`src/rtl/mmio_uart_tx.sv`:
```
// mmio_uart_tx: memory-mapped UART transmitter sitting on the core data bus.
//
// Single-cycle stores to TXDATA are queued in a small FIFO and serialised
// 8N1 (LSB first) on Tx_o. STATUS and BAUD are readable through the load path.
//
// Register window at BASE_ADDR (word offsets, Address_i[1:0] ignored):
//   +0 TXDATA  W   push Write_Data_i[7:0]; reads 0
//   +4 STATUS  R/W bit0 busy, bit1 full, bit2 empty, bit3 overflow (W1C),
//                  bits[7:4] count (saturated at 15), bit8 parity enable
//                  (only with UART_TX_PARITY_EN)
//   +8 BAUD    R/W clocks per bit in bits[15:0] (0 behaves as 1)
//
// Ports:
//   clk           system clock, rising edge
//   reset         asynchronous active-low reset
//   Mem_Write_i   store strobe
//   Mem_Read_i    load strobe
//   Address_i     byte address
//   Write_Data_i  store data
//   Read_Data_o   combinational load data, 0 unless a read hits the window
//   Hit_o         combinational address decode of the 3-word window
//   Tx_o          registered serial output, idle high
//
// Optional feature macro: UART_TX_PARITY_EN (even parity bit after the data
// bits, enabled by STATUS bit8).
//
// State table:
//   state    | meaning
//   S_IDLE   | line high; pops the FIFO head when data is queued
//   S_START  | start bit (low) for D clocks
//   S_DATA   | data bits LSB first, D clocks each
//   S_PARITY | even parity bit for D clocks (parity build only)
//   S_STOP   | stop bit (high) for D clocks

module mmio_uart_tx #(
    parameter logic [31:0] BASE_ADDR    = 32'h1000_0000,
    parameter int          FIFO_DEPTH   = 8,
    parameter int          CLKS_PER_BIT = 16
) (
    input  logic        clk,
    input  logic        reset,
    input  logic        Mem_Write_i,
    input  logic        Mem_Read_i,
    input  logic [31:0] Address_i,
    input  logic [31:0] Write_Data_i,
    output logic [31:0] Read_Data_o,
    output logic        Hit_o,
    output logic        Tx_o
);

    localparam int         AW      = $clog2(FIFO_DEPTH);
    localparam logic [AW:0] PTR_ONE = {{AW{1'b0}}, 1'b1};

    typedef enum logic [2:0] {
        S_IDLE,
        S_START,
        S_DATA,
        S_PARITY,
        S_STOP
    } state_t;

    state_t       state, state_n;
    logic [15:0]  timer, timer_n;
    logic [15:0]  div_q, div_n;
    logic [2:0]   bit_idx, bit_idx_n;
    logic [7:0]   shift, shift_n;
    logic         par_bit, par_bit_n;
    logic         par_frame, par_frame_n;
    logic         tx_n;

    logic [7:0]   mem [FIFO_DEPTH];
    logic [AW:0]  wr_ptr, rd_ptr;
    logic [AW:0]  cnt;
    logic [31:0]  cnt_wide;
    logic [3:0]   cnt_sat;
    logic         fifo_empty, fifo_full;
    logic         push_req, push, pop;

    logic         ovf;
    logic [15:0]  baud_q;
    logic [15:0]  baud_eff;
    logic         par_en;

    logic [1:0]   offset;
    logic         wr_sel;
    logic         unused_bits;

    assign offset = Address_i[3:2];
    assign Hit_o  = (Address_i[31:4] == BASE_ADDR[31:4]) && (offset != 2'd3);
    assign wr_sel = Mem_Write_i && Hit_o;

    assign unused_bits = ^{Address_i[1:0], Write_Data_i[31:16]};

    // FIFO bookkeeping: extra pointer MSB distinguishes full from empty.
    assign fifo_empty = (wr_ptr == rd_ptr);
    assign fifo_full  = (wr_ptr[AW] != rd_ptr[AW]) &&
                        (wr_ptr[AW-1:0] == rd_ptr[AW-1:0]);
    assign cnt        = wr_ptr - rd_ptr;
    assign cnt_wide   = 32'(cnt);
    assign cnt_sat    = (cnt_wide > 32'd15) ? 4'd15 : cnt_wide[3:0];

    assign pop      = (state == S_IDLE) && !fifo_empty;
    assign push_req = wr_sel && (offset == 2'd0);
    // A full FIFO still accepts the byte when the head leaves on the same edge.
    assign push     = push_req && (!fifo_full || pop);

    assign baud_eff = (baud_q == 16'd0) ? 16'd1 : baud_q;

`ifdef UART_TX_PARITY_EN
    logic par_en_q;
    assign par_en = par_en_q;
`else
    assign par_en = 1'b0;
`endif

    always_ff @(posedge clk) begin
        if (push) begin
            mem[wr_ptr[AW-1:0]] <= Write_Data_i[7:0];
        end
    end

    always_ff @(posedge clk or negedge reset) begin
        if (!reset) begin
            wr_ptr <= '0;
            rd_ptr <= '0;
            ovf    <= 1'b0;
            baud_q <= 16'(CLKS_PER_BIT);
`ifdef UART_TX_PARITY_EN
            par_en_q <= 1'b0;
`endif
        end else begin
            if (push) begin
                wr_ptr <= wr_ptr + PTR_ONE;
            end
            if (pop) begin
                rd_ptr <= rd_ptr + PTR_ONE;
            end
            if (push_req && !push) begin
                ovf <= 1'b1;
            end else if (wr_sel && (offset == 2'd1) && Write_Data_i[3]) begin
                ovf <= 1'b0;
            end
            if (wr_sel && (offset == 2'd2)) begin
                baud_q <= Write_Data_i[15:0];
            end
`ifdef UART_TX_PARITY_EN
            if (wr_sel && (offset == 2'd1)) begin
                par_en_q <= Write_Data_i[8];
            end
`endif
        end
    end

    always_ff @(posedge clk or negedge reset) begin
        if (!reset) begin
            state     <= S_IDLE;
            timer     <= '0;
            div_q     <= 16'd1;
            bit_idx   <= '0;
            shift     <= '0;
            par_bit   <= 1'b0;
            par_frame <= 1'b0;
            Tx_o      <= 1'b1;
        end else begin
            state     <= state_n;
            timer     <= timer_n;
            div_q     <= div_n;
            bit_idx   <= bit_idx_n;
            shift     <= shift_n;
            par_bit   <= par_bit_n;
            par_frame <= par_frame_n;
            Tx_o      <= tx_n;
        end
    end

    // The line value registered each cycle is the output of the current state,
    // so Tx_o trails the state register by one clock.
    always_comb begin
        state_n     = state;
        timer_n     = timer;
        div_n       = div_q;
        bit_idx_n   = bit_idx;
        shift_n     = shift;
        par_bit_n   = par_bit;
        par_frame_n = par_frame;
        tx_n        = 1'b1;
        case (state)
            S_IDLE: begin
                tx_n = 1'b1;
                if (!fifo_empty) begin
                    shift_n     = mem[rd_ptr[AW-1:0]];
                    par_bit_n   = ^mem[rd_ptr[AW-1:0]];
                    par_frame_n = par_en;
                    div_n       = baud_eff;
                    timer_n     = baud_eff - 16'd1;
                    state_n     = S_START;
                end
            end
            S_START: begin
                tx_n = 1'b0;
                if (timer == 16'd0) begin
                    timer_n   = div_q - 16'd1;
                    bit_idx_n = 3'd0;
                    state_n   = S_DATA;
                end else begin
                    timer_n = timer - 16'd1;
                end
            end
            S_DATA: begin
                tx_n = shift[0];
                if (timer == 16'd0) begin
                    timer_n = div_q - 16'd1;
                    shift_n = {1'b0, shift[7:1]};
                    if (bit_idx == 3'd7) begin
                        state_n = par_frame ? S_PARITY : S_STOP;
                    end else begin
                        bit_idx_n = bit_idx + 3'd1;
                    end
                end else begin
                    timer_n = timer - 16'd1;
                end
            end
            S_PARITY: begin
                tx_n = par_bit;
                if (timer == 16'd0) begin
                    timer_n = div_q - 16'd1;
                    state_n = S_STOP;
                end else begin
                    timer_n = timer - 16'd1;
                end
            end
            S_STOP: begin
                tx_n = 1'b1;
                if (timer == 16'd0) begin
                    state_n = S_IDLE;
                end else begin
                    timer_n = timer - 16'd1;
                end
            end
            default: begin
                state_n = S_IDLE;
            end
        endcase
    end

    always_comb begin
        Read_Data_o = 32'd0;
        if (Mem_Read_i && Hit_o) begin
            case (offset)
                2'd1:    Read_Data_o = {23'd0, par_en, cnt_sat, ovf, fifo_empty,
                                        fifo_full, (state != S_IDLE)};
                2'd2:    Read_Data_o = {16'd0, baud_q};
                default: Read_Data_o = 32'd0;
            endcase
        end
    end

endmodule
```
`config.mk`:
```
export PLATFORM = sky130hd
export DESIGN_NAME = mmio_uart_tx
export DESIGN_NICKNAME = d
export VERILOG_FILES = /design/src/rtl/mmio_uart_tx.sv
export SDC_FILE = /design/constraint.sdc
export NUM_CORES = 1
export LEC_CHECK = 0
export CAP_MARGIN = 15
export CORE_UTILIZATION = 40
export CTS_CLUSTER_SIZE = 10
export DETAILED_ROUTE_END_ITERATION = 8
export GPL_ROUTABILITY_DRIVEN = 0
export PLACE_DENSITY = 0.68
export SETUP_SLACK_MARGIN = 0.02
export SYNTH_ARGS = -nofsm -noshare
export SYNTH_HDL_FRONTEND = slang
export SYNTH_SLANG_ARGS = --single-unit
```
`constraint.sdc`:
```
create_clock -name clk -period 3.6 [get_ports clk]
set_clock_uncertainty 0.2 [all_clocks]
set_input_delay 1.08 -clock clk [delete_from_list [all_inputs] [get_ports clk]]
set_output_delay 1.08 -clock clk [all_outputs]
set_load 0.02 [all_outputs]
```
==> metrics.yaml <==
power:
  total_power_mw: 4.08
  power.static_leakage_nw: 3.84
  ir_drop_uv: 357
  p_per_area_nw_per_um2: 440
placed_design:
  io_buffer_count: 67
  dp_hpwl_mm: 12.6
  dpl_cell_area_sq_um: 8560
  dp_cells: 984
clocking:
  cts_tree: "yes"
  cts_sinks: 137
  cts_max_level: 4
  cts_made_buffers: 17
  cts-root-buf: "clkbuf_16"
  insertion_delay_ns: 0.43
  clkSlewWorstSetupHoldPaths_ns: 0.06
  clockBufferDepth: 2
timing:
  finalSetupViolCount: 16
  timing.final.crit_share_pct: 104
  clock.fmax_mhz: 267
  layout_setup_ws_ns: -0.141
  finalHoldViolCount: 0
  finalHoldWorstSlack_ns: 0.290
  worst_pin_slew_ns: 0.976
  rsz0062_at_grt: "true"
  final_max_slew_viol_count: 0
  slew_headroom_pct: 34.9
  tns_ns: -2.03
  fin_crit_ns: 3.74
cells_and_area:
  nets: 860
  final_area_sq_um: 9270
  area.growth.synth_to_final_pct: 25.6
  fillers: 1611
  n_antenna_cell: 0
  fin_cells: 1019
  drive_above_1_share_pct: 24.1
floorplan:
  dieHeight_um: 138
  initial_core_util_pct: 41.0
  boundaryPins: 102
  row_count: 49
  die_w_um: 138
  die_area_sq_um: 19000
  core-area_sq_um: 18000
hold_path:
  hold_class: "flip-flop to flip-flop"
setup_path:
  path_class: "input pin to output port"
  start_kind: "input pin"
  arrival_ns: 2.46
  r2r_slack_ns: 0.57
  path_max_fanout: 8
  worstSetupEndpointType: "output port"
  required_ns: 2.32
detailed_routing:
  drt_iter0_markers: 655
  wl_per_cell_um: 17.8
  dr.pass1.iters: 5
  routed_wl_mm: 18.2
  avgViaCountPerCell: 5.47
  ant_nets: 0
  drc: 0
  vias: 5573
global_routing:
  grt_antenna_before_repair: 0
  grt_pass1_vias: 5415
  grt.overflow.total: 0
  grt_first_pass_wirelength_mm: 29.0
  grt_max_degree: 74
  globalRouteTotalUtil_pct: 20.4
synth:
  ys_async_sr_fraction_pct: 53.3
  postSynthAreaPerCell_sq_um: 10.9
  yosysSeqAreaShare_pct: 50.8
  yosys_warnings: 0
  synth_edf_count: 64
  synth-main-ff-cell: "dfrtp_1"
  synth.distinct_cells: 68
  synthCells: 679
  yosys_register_bits: 137
  synthesis.area_sq_um: 7380
status:
  violations: "setup timing"
  status: "finished, violations left"
run:
  max-cap-violations: 0
## stage by stage
step                      utilization [%]  setup WS, ns
final                                51.4        -0.141
after floorplan                         -       -0.0800
after global routing                 51.4        -0.221
after CTS                            51.5        -0.157
after global placement               47.5         -1.04
after detailed placement             47.5         -1.05
## cell families after synthesis
kind of cell	synth area share, %
AO/OA/AOI/OAI	10.4
XOR/XNOR	5.22
adder cells (fa/ha/maj)	2.64
buffers and inverters	4.39
flip-flops	50.8
multiplexers	8.68
other	0.0508
AND/OR/NAND/NOR	17.8
## cell usage in the layout (no fill, tap or decap), drive strengths merged, types with 5 or more instances in the layout
cell type      synthesis  layout
a31oi                  8       8
o211ai                 8       8
clkbuf                16      17
buf                   31      75
nor4                  17      17
or4                   10      10
nor2                  47      47
o21ai                 31      31
mux4                  16      16
nor3                  17      17
inv                   15      23
nand3                 10      10
ha                    14      14
xnor2                 27      27
conb                   1      16
a22oi                 12      12
xor2                  17      17
dfrtp                 70      70
dlygate4sd2            0      12
mux2i                 10      10
clkdlybuf4s50          0      20
mux2                  16      16
nand2                109     109
and2                  12      12
or3                    9       9
edfxtp                64      64
clkinv                 0       5
o221a                  7       7
nand2b                 7       7
a21oi                 17      17
## sequential cells by signal, summed over array words and instances, names as in the netlist
signal and flops:
mem 64, baud_q 16, div_q 16, timer 16, shift 8, rd_ptr 4, wr_ptr 4, bit_idx 3
state 3, Tx_o 1, ovf 1, par_bit 1
## path summary, 6_finish.rpt
kind / start / endpoint / cells after the start
worst max register to register: baud_q[7] / timer[14] / 10
min in group asynchronous: reset / timer[12] / 1
worst max-delay path: Address_i[3] / Read_Data_o[8] / 8
worst min register to register: par_bit / par_bit / 2
worst min-delay path: par_bit / par_bit / 2
max in group asynchronous: reset / div_q[12] / 1
## synth_stat cells, types with 3 or more instances
cell type    n  area (sq um)
a31oi_1      8          50.1
inv_1       15          56.3
or4_4        3          33.8
a21oi_1     16          80.1
buf_4       18           135
or4_1        7          52.6
o31ai_1      3          22.5
nand3_1      9          45.0
nor3b_1      4          30.0
and4_1       3          26.3
dfrtp_1     70          1750
dfstp_2      3          78.8
buf_1        4          15.0
o221a_2      7          78.8
or2_2        3          18.8
nor4_1      16           100
nor2_1      46           173
nand4_1      4          25.0
ha_1        14           175
a22oi_1     12          90.1
xnor2_1     27           236
edfxtp_1    64          1920
a21o_1       3          22.5
and2_1      11          68.8
nor2b_1      3          18.8
mux2_2      16           180
and3_1       4          25.0
a311oi_1     3          26.3
nor3_1      16          80.1
or3_1        9          56.3
buf_2        7          35.0
o211ai_1     8          60.1
nand2_1    109           409
mux2i_1     10           100
o21ai_0     30           150
xor2_1      17           149
mux4_2      16           360
nand2b_1     7          43.8
clkbuf_1    16          60.1
## worst max-delay path, cell delays in order
cell and delay [ns]:
buf_8 0.10, ha_4 0.15, nor4_4 0.27, nand2_1 0.12, nor3_4 0.20, and3_4 0.28
and2_4 0.15, buf_6 0.11
## layout make-up
type | instances | area [sq um] | share of cell area [%]
clock buffers | 17 | 425 | 4.59
clock inverters | 15 | 199 | 2.15
well taps | 229 | 287 | 3.09
flip-flops and latches | 137 | 3750 | 40.5
inverters | 15 | 56.3 | 0.607
repair buffers | 111 | 986 | 10.6
multi-input cells | 495 | 3570 | 38.5
## metal layers
layer | share of wire, % | routed length [um] | up-vias | track usage (%)
met1 | 46 | 8270 | 2681 | 28.4
met3 | 5.4 | 988 | 18 | 4.13
met2 | 48 | 8640 | 207 | 31.9
met4 | 1.4 | 257 | 0 | 6.58
met5 | 0 | 0 | - | 0
li1 | - | - | 2667 | -
## report_power, final
part,internal [mW],switching [mW],total [mW]
combinational,0.215,0.340,0.555
sequential,1.70,0.0387,1.74
clock,1.01,0.782,1.79
total,2.92,1.16,4.08
## repair_timing
action,4_1_cts,5_1_grt
hold buffers,0,0
resized for setup,194,6
setup buffers,4,0
endpoints found under the setup margin,17,17
pin swaps,25,8
Power figures use the tool's default switching activity.
